## config.mk

```make
export PLATFORM = sky130hd
export DESIGN_NAME = systolic_output_collector
export DESIGN_NICKNAME = d
export VERILOG_FILES = /design/src/rtl/systolic_output_collector_pkg.sv /design/src/rtl/systolic_col_fifo.sv /design/src/rtl/systolic_output_collector.sv
export SDC_FILE = /design/constraint.sdc
export NUM_CORES = 1
export LEC_CHECK = 0
export CORE_ASPECT_RATIO = 0.7
export CORE_MARGIN = 3
export CORE_UTILIZATION = 58
export CTS_BUF_LIST = sky130_fd_sc_hd__clkbuf_4
export CTS_CLUSTER_SIZE = 28
export DETAILED_ROUTE_END_ITERATION = 8
export PLACE_DENSITY = 0.83
export SLEW_MARGIN = 20
export SYNTH_ARGS = -nofsm -noshare
export SYNTH_HDL_FRONTEND = slang
export SYNTH_SLANG_ARGS = --single-unit
```

## constraint.sdc

```tcl
create_clock -name clk -period 3.27 [get_ports clk]
set_input_delay 0.654 -clock clk [delete_from_list [all_inputs] [get_ports clk]]
set_output_delay 0.654 -clock clk [all_outputs]
set_load 0.05 [all_outputs]
```

## src/rtl/systolic_output_collector_pkg.sv

```systemverilog
`default_nettype none
// ============================================================================
// Module      : systolic_output_collector_pkg
// Description : Shared definitions for the systolic output collector: collector
//               FSM state encodings and the row-counter width.
// Revision    : 1.0 - initial release
// ============================================================================
package systolic_output_collector_pkg;

  // Width of the job row counter and of the requested row count.
  localparam int unsigned c_ROW_CNT_W = 16;

  typedef enum logic [1:0] {
    IDLE    = 2'd0,
    COLLECT = 2'd1,
    DONE    = 2'd2
  } state_t;

endpackage
`default_nettype wire

```

## src/rtl/systolic_col_fifo.sv

```systemverilog
`default_nettype none
// ============================================================================
// Module      : systolic_col_fifo
// Description : Per-column de-skew FIFO. Power-of-two depth, pointers carry one
//               extra bit so full and empty are told apart. Storage is not
//               reset; only the pointers are.
// Ports       : clk, rst_n      - clock, asynchronous active-low reset
//               flush           - synchronous empty (pointers to zero)
//               push / din      - write request and data
//               pop             - read request (advances the head)
//               dout            - current head entry
//               full / empty    - occupancy flags
// Revision    : 1.0 - initial release
// ============================================================================
module systolic_col_fifo #(
  parameter int WIDTH = 23,
  parameter int DEPTH = 4
) (
  input  logic             clk,
  input  logic             rst_n,
  input  logic             flush,
  input  logic             push,
  input  logic             pop,
  input  logic [WIDTH-1:0] din,
  output logic [WIDTH-1:0] dout,
  output logic             full,
  output logic             empty
);

  localparam int c_AW = $clog2(DEPTH);

  logic [WIDTH-1:0] r_mem [DEPTH];
  logic [c_AW:0]    r_wptr;
  logic [c_AW:0]    r_rptr;
  logic             w_wr;
  logic             w_rd;

  // A push into a full FIFO is accepted only when the head leaves this cycle.
  assign w_wr = push && (!full || pop);
  assign w_rd = pop && !empty;

  always_ff @(posedge clk or negedge rst_n) begin
    if (!rst_n) begin
      r_wptr <= '0;
      r_rptr <= '0;
    end else if (flush) begin
      r_wptr <= '0;
      r_rptr <= '0;
    end else begin
      if (w_wr) r_wptr <= r_wptr + 1'b1;
      if (w_rd) r_rptr <= r_rptr + 1'b1;
    end
  end

  always_ff @(posedge clk) begin
    if (w_wr && !flush) r_mem[r_wptr[c_AW-1:0]] <= din;
  end

  assign dout  = r_mem[r_rptr[c_AW-1:0]];
  assign empty = (r_wptr == r_rptr);
  assign full  = (r_wptr[c_AW] != r_rptr[c_AW]) &&
                 (r_wptr[c_AW-1:0] == r_rptr[c_AW-1:0]);

endmodule
`default_nettype wire

```

## src/rtl/systolic_output_collector.sv

```systemverilog
`default_nettype none
// ============================================================================
// Module      : systolic_output_collector
// Description : Re-aligns skewed per-column results of a systolic array into
//               full rows. Each column feeds its own de-skew FIFO; a row is
//               presented once every FIFO holds an entry and all heads pop
//               together on the output handshake.
// Ports       : clk, rst_n            - clock, asynchronous active-low reset
//               i_start, i_num_rows   - job start pulse and row count
//               i_data, i_valid       - skewed column results / per-column valid
//               o_data, o_valid       - aligned row / row available
//               i_ready               - downstream accepts the row
//               o_last                - final row of the job
//               o_done                - one-cycle job-complete pulse
//               o_busy                - job in progress
//               o_overflow            - sticky: a column push was dropped
// Revision    : 1.0 - initial release
// ============================================================================
module systolic_output_collector
  import systolic_output_collector_pkg::*;
#(
  parameter int NUM_COL        = 8,
  parameter int OUT_DATA_WIDTH = 23,
  parameter int FIFO_DEPTH     = 4
) (
  input  logic                              clk,
  input  logic                              rst_n,
  input  logic                              i_start,
  input  logic [c_ROW_CNT_W-1:0]            i_num_rows,
  input  logic [NUM_COL*OUT_DATA_WIDTH-1:0] i_data,
  input  logic [NUM_COL-1:0]                i_valid,
  output logic [NUM_COL*OUT_DATA_WIDTH-1:0] o_data,
  output logic                              o_valid,
  input  logic                              i_ready,
  output logic                              o_last,
  output logic                              o_done,
  output logic                              o_busy,
  output logic                              o_overflow
);

  state_t                            r_state;
  state_t                            w_state_nxt;
  logic [c_ROW_CNT_W-1:0]            r_row_cnt;
  logic [c_ROW_CNT_W-1:0]            r_num_rows;
  logic                              r_overflow;

  logic [NUM_COL-1:0]                w_push;
  logic [NUM_COL-1:0]                w_full;
  logic [NUM_COL-1:0]                w_empty;
  logic [NUM_COL-1:0]                w_col_ovf;
  logic [NUM_COL*OUT_DATA_WIDTH-1:0] w_heads;
  logic                              w_flush;
  logic                              w_valid;
  logic                              w_hs;
  logic                              w_pop;
  logic                              w_last;

  // A start is honoured in IDLE and (as a restart) in COLLECT, never in DONE.
  // An honoured start also empties every column FIFO.
  assign w_flush = i_start && (r_state != DONE);
  assign w_valid = &(~w_empty);
  assign w_hs    = w_valid && i_ready;
  // The restart cycle discards the FIFO contents, so no head is consumed.
  assign w_pop   = w_hs && !w_flush;
  assign w_last  = w_valid && (r_row_cnt == (r_num_rows - c_ROW_CNT_W'(1)));

  for (genvar c = 0; c < NUM_COL; c++) begin : g_col
    // Pushes are only taken while collecting and never in a restart cycle.
    assign w_push[c]    = (r_state == COLLECT) && !i_start && i_valid[c];
    assign w_col_ovf[c] = w_push[c] && w_full[c] && !w_pop;

    systolic_col_fifo #(
      .WIDTH (OUT_DATA_WIDTH),
      .DEPTH (FIFO_DEPTH)
    ) u_fifo (
      .clk   (clk),
      .rst_n (rst_n),
      .flush (w_flush),
      .push  (w_push[c]),
      .pop   (w_pop),
      .din   (i_data[c*OUT_DATA_WIDTH +: OUT_DATA_WIDTH]),
      .dout  (w_heads[c*OUT_DATA_WIDTH +: OUT_DATA_WIDTH]),
      .full  (w_full[c]),
      .empty (w_empty[c])
    );
  end

  always_ff @(posedge clk or negedge rst_n) begin
    if (!rst_n) r_state <= IDLE;
    else        r_state <= w_state_nxt;
  end

  always_comb begin
    w_state_nxt = r_state;
    case (r_state)
      IDLE: begin
        if (i_start) w_state_nxt = (i_num_rows == '0) ? DONE : COLLECT;
      end
      COLLECT: begin
        if (i_start)            w_state_nxt = (i_num_rows == '0) ? DONE : COLLECT;
        else if (w_hs && w_last) w_state_nxt = DONE;
      end
      DONE:    w_state_nxt = IDLE;
      default: w_state_nxt = IDLE;
    endcase
  end

  always_ff @(posedge clk or negedge rst_n) begin
    if (!rst_n) begin
      r_row_cnt  <= '0;
      r_num_rows <= '0;
      r_overflow <= 1'b0;
    end else if (w_flush) begin
      r_row_cnt  <= '0;
      r_num_rows <= i_num_rows;
      r_overflow <= 1'b0;
    end else begin
      if ((r_state == COLLECT) && w_hs) r_row_cnt <= r_row_cnt + 1'b1;
      if (|w_col_ovf)                   r_overflow <= 1'b1;
    end
  end

  // FIFO storage is never reset, so the heads are masked whenever no full row
  // is present; this keeps o_data at zero during and after reset.
  assign o_data     = w_valid ? w_heads : '0;
  assign o_valid    = w_valid;
  assign o_last     = w_last;
  assign o_done     = (r_state == DONE);
  assign o_busy     = (r_state == COLLECT);
  assign o_overflow = r_overflow;

endmodule
`default_nettype wire

```

==> flow_metrics.tcl <==
set metrics [dict create \
    drt_iter0_markers 2289 \
    io_pins 401 \
    drv_cap 0 \
    maxSlewViolCount 0 \
    synth-edff-count 736 \
    hold_viol 0 \
    setup_ws_ns -0.8118 \
    cp.arrival_ns 3.43 \
    yosysWarnings 0 \
    clkPwrFrac_pct 37.4 \
    rows 72 \
    synth_top_cell_area_share_pct 66.55 \
    finalInstanceArea_um2 46550 \
    final-instance-count-excl-fill 3357 \
    first_pass_iters 5 \
    place_area_um2 40470 \
    portBuffers 400 \
    power_switching_share_pct 23.83 \
    critPathMaxStageDelay_ns 0.42 \
    max_freq_mhz 245.0 \
    ir_drop_v 0.0004357 \
    via_count 20740 \
    grt_antenna_before_repair 12 \
    cp_max_fo 5 \
    grt_pass1_wl_um 142000 \
    yosys.area_share.simple_pct 7.889 \
    synth.most_common_cell "edfxtp_1" \
    holdPathStages 3 \
    internal_power_mw 16.94 \
    cp-start-kind "flop" \
    p_switching_mw 5.299 \
    finalNetCount 2725 \
    syn-num-nets 2040 \
    syn_inst 1786 \
    slowest_stage "or3b_4" \
    r2r_cells 8 \
    die_h_um 206.2 \
    drc 0 \
    ant_nets 0 \
    clkTransAtPathRegs_ns 0.08 \
    area_delta_synth_final_pct 40.17 \
    layout-drive-gt1-share_pct 44.41 \
    finalSetupViolCount 185 \
    combPwrFrac_pct 8.8 \
    path_class "flop to primary output" \
    ys_async_sr_fraction_pct 10.13 \
    syn_area_um2 33210 \
    powerDensity_nw_per_um2 477.6 \
    seq_area_frac_synth_pct 72.81 \
    die_area_um2 60210 \
    gp_congestion 0.8503 \
    rsz0062_at_grt "true" \
    rr_startpoint "g_col[2].u_fifo.r_wptr[1]" \
    synth_commonest_cells "edfxtp_1, and3_1, mux4_2, nand2_1, clkbuf_1" \
    worstHoldPathType "primary input to flop" \
    cts_root_buffer "clkbuf_4" \
    grt_overflow_total 0 \
    critPathBufInv 3 \
    numCtsBuffers 187 \
    synth.area.mux_share_pct 13.26 \
    period_share_pct 124.8 \
    fin_util_pct 83.21 \
    crit_family "simple AND/OR/NAND/NOR gates" \
    status "finished, violations left" \
    synth_top_family_by_area "multiplexers" \
    violations "setup timing" \
    synth_compound_area_share_pct 1.209 \
    synth_cell_types 57 \
    hp-start "i_num_rows[14]" \
    start_util_pct 59.36 \
    grt_pass1_vias 21800 \
    yosys_most_used_dff "edfxtp_1" \
    critPathCaptureType "primary output" \
    syn_area_per_cell_um2 18.59 \
    synthXorXnorAreaFrac_pct 1.635 \
    ys_ff_latch 819 \
    die_w_um 292 \
    post-route-min-period_ns 4.082 \
    core_um2 55940 \
    cts_tree "yes" \
    fin_worst_skew_ns 0.08337 \
    required_ns 2.62 \
    cts_buffer_depth 3 \
    clk_latency_ns 0.95 \
    power_frac_seq_pct 53.8 \
    r2r_setup_slack_ns 0.18 \
    leakage_nw 16.25 \
    tightest_slew_ns 0.7965 \
    cts_sinks 819 \
    yosysTopAreaCell "edfxtp_1" \
    r2r-end "g_col[4].u_fifo.r_mem[1][18]" \
    h-tree-depth 4 \
    synthAdderAreaFrac_pct 1.582 \
    hold_end "r_num_rows[14]" \
    grtUsageTotal_pct 32.36 \
    dp.cells 2890 \
    relSlewSlack_pct 46.90 \
    synthTopCellsByArea "edfxtp_1, mux4_2, dfrtp_1" \
    grt_max_degree 84 \
    drt_wl_total_um 96310 \
    vias_per_cell 6.178 \
    crit_chain "inv_2 -> ha_4 -> or3b_4 -> buf_6 -> or4_4 -> o21bai_4 -> a221o_1 -> nor3_4 -> buf_12" \
    routedWlPerCell_um 28.69 \
    hpwl_um 47330 \
]
per-layer routing:
metal | share of wire, % | GRT usage [%]
met2 | 50 | 52.60
met3 | 11 | 9.249
met5 | 0.12 | 0
met4 | 2.4 | 9.406
met1 | 37 | 43.51
cells in the final DEF (no fill, tap or decap), types with 6 or more instances in the layout:
cell and n:
xor2_2 18, dfrtp_1 65, buf_8 10, nor4_1 6, nand4_1 19, buf_4 86
buf_16 39, dfrtp_2 18, inv_2 7, inv_1 23, nor3_4 8, and2_1 26
xnor2_1 16, clkdlybuf4s50_1 213, mux2i_1 17, mux4_2 184, o21ai_0 18, mux2_2 8
edfxtp_1 736, or3_1 7, nand2_1 93, clkinv_1 27, and4_1 10, and3_4 184
or4_1 7, a21oi_1 8, and3_1 12, ha_1 41, xor2_1 22, nor2_1 41
buf_12 240, clkbuf_4 290, buf_6 14
worst register-to-register path: stages (launching register included):
cell	delay [ns]
dfrtp_1	0.44
xor2_2	0.24
nor3_4	0.09
buf_4	0.16
or4_1	0.64
o31ai_1	0.46
and3_1	0.33
and2_1	0.22
buf_12	0.21
cell type report:
| cell class | count | area (um2) |
|---|---|---|
| diodes | 5 | 12.51 |
| clock buffers | 290 | 2177 |
| clock inverters | 40 | 235.2 |
| fillers | 2449 | 9393 |
| inverters | 26 | 97.59 |
| multi-input cells | 833 | 9903 |
| flip-flops and latches | 819 | 24200 |
| well taps | 740 | 925.9 |
| repair buffers | 604 | 8999 |
worst max path at each step:
stage,startpoint,end,slack (ns),cells after the start
global route,r_num_rows[1],o_last,-0.95,9
floorplan,r_num_rows[2],o_last,0.0008,5
finish,r_num_rows[1],o_last,-0.81,9
detailed placement,r_num_rows[0],o_last,0.03,9
global placement,r_num_rows[0],o_last,0.1,9
CTS,r_num_rows[1],o_last,-0.83,9
power groups by stage:
stage          sequential, mW  combinational, mW  clock, mW
2_1_floorplan            12.1              0.583          0
3_3_place_gp             12.1               1.25          0
3_5_place_dp             12.2               1.30          0
4_1_cts                  11.9               1.93       8.27
5_1_grt                  12.0               2.06       8.99
6_report                 12.0               1.95       8.32
flip-flops by register name, indices dropped and copies added (netlist names):
| register | flops |
|---|---|
| g_col.u_fifo.r_rptr | 24 |
| o_overflow | 1 |
| r_row_cnt | 16 |
| g_col.u_fifo.r_mem | 736 |
| r_state | 2 |
| g_col.u_fifo.r_wptr | 24 |
| r_num_rows | 16 |
per-stage QoR:
step	hold WS, ns	total power [mW]	TNS, ns	worst slack [ns]
2_1_floorplan	0.3584	12.71	0	0.0007874
4_1_cts	0.2169	22.14	-68.16	-0.8264
5_1_grt	0.2188	23.04	-81.25	-0.9490
6_report	0.2957	22.23	-53.49	-0.8118
3_5_place_dp	0.4927	13.46	0	0.03472
3_3_place_gp	0.4840	13.38	0	0.09592
cells by family (layout without fill, tap and decap cells):
| group | after synthesis | after routing |
|---|---|---|
| buffers and inverters | 134 | 960 |
| AO/OA/AOI/OAI | 58 | 58 |
| AND/OR/NAND/NOR | 462 | 462 |
| adder cells (fa/ha/maj) | 42 | 42 |
| other | 0 | 5 |
| XOR/XNOR | 62 | 62 |
| flip-flops | 819 | 819 |
| multiplexers | 209 | 209 |
what timing repair did:
item	4_1_cts	5_1_grt
hold buffers	1	0
setup endpoints to repair	186	186
resized for setup	370	28
pin swaps	65	44
endpoints found under the hold margin	83	0
buffers inserted	83	16
cloned	52	1
Power figures use the tool's default switching activity.
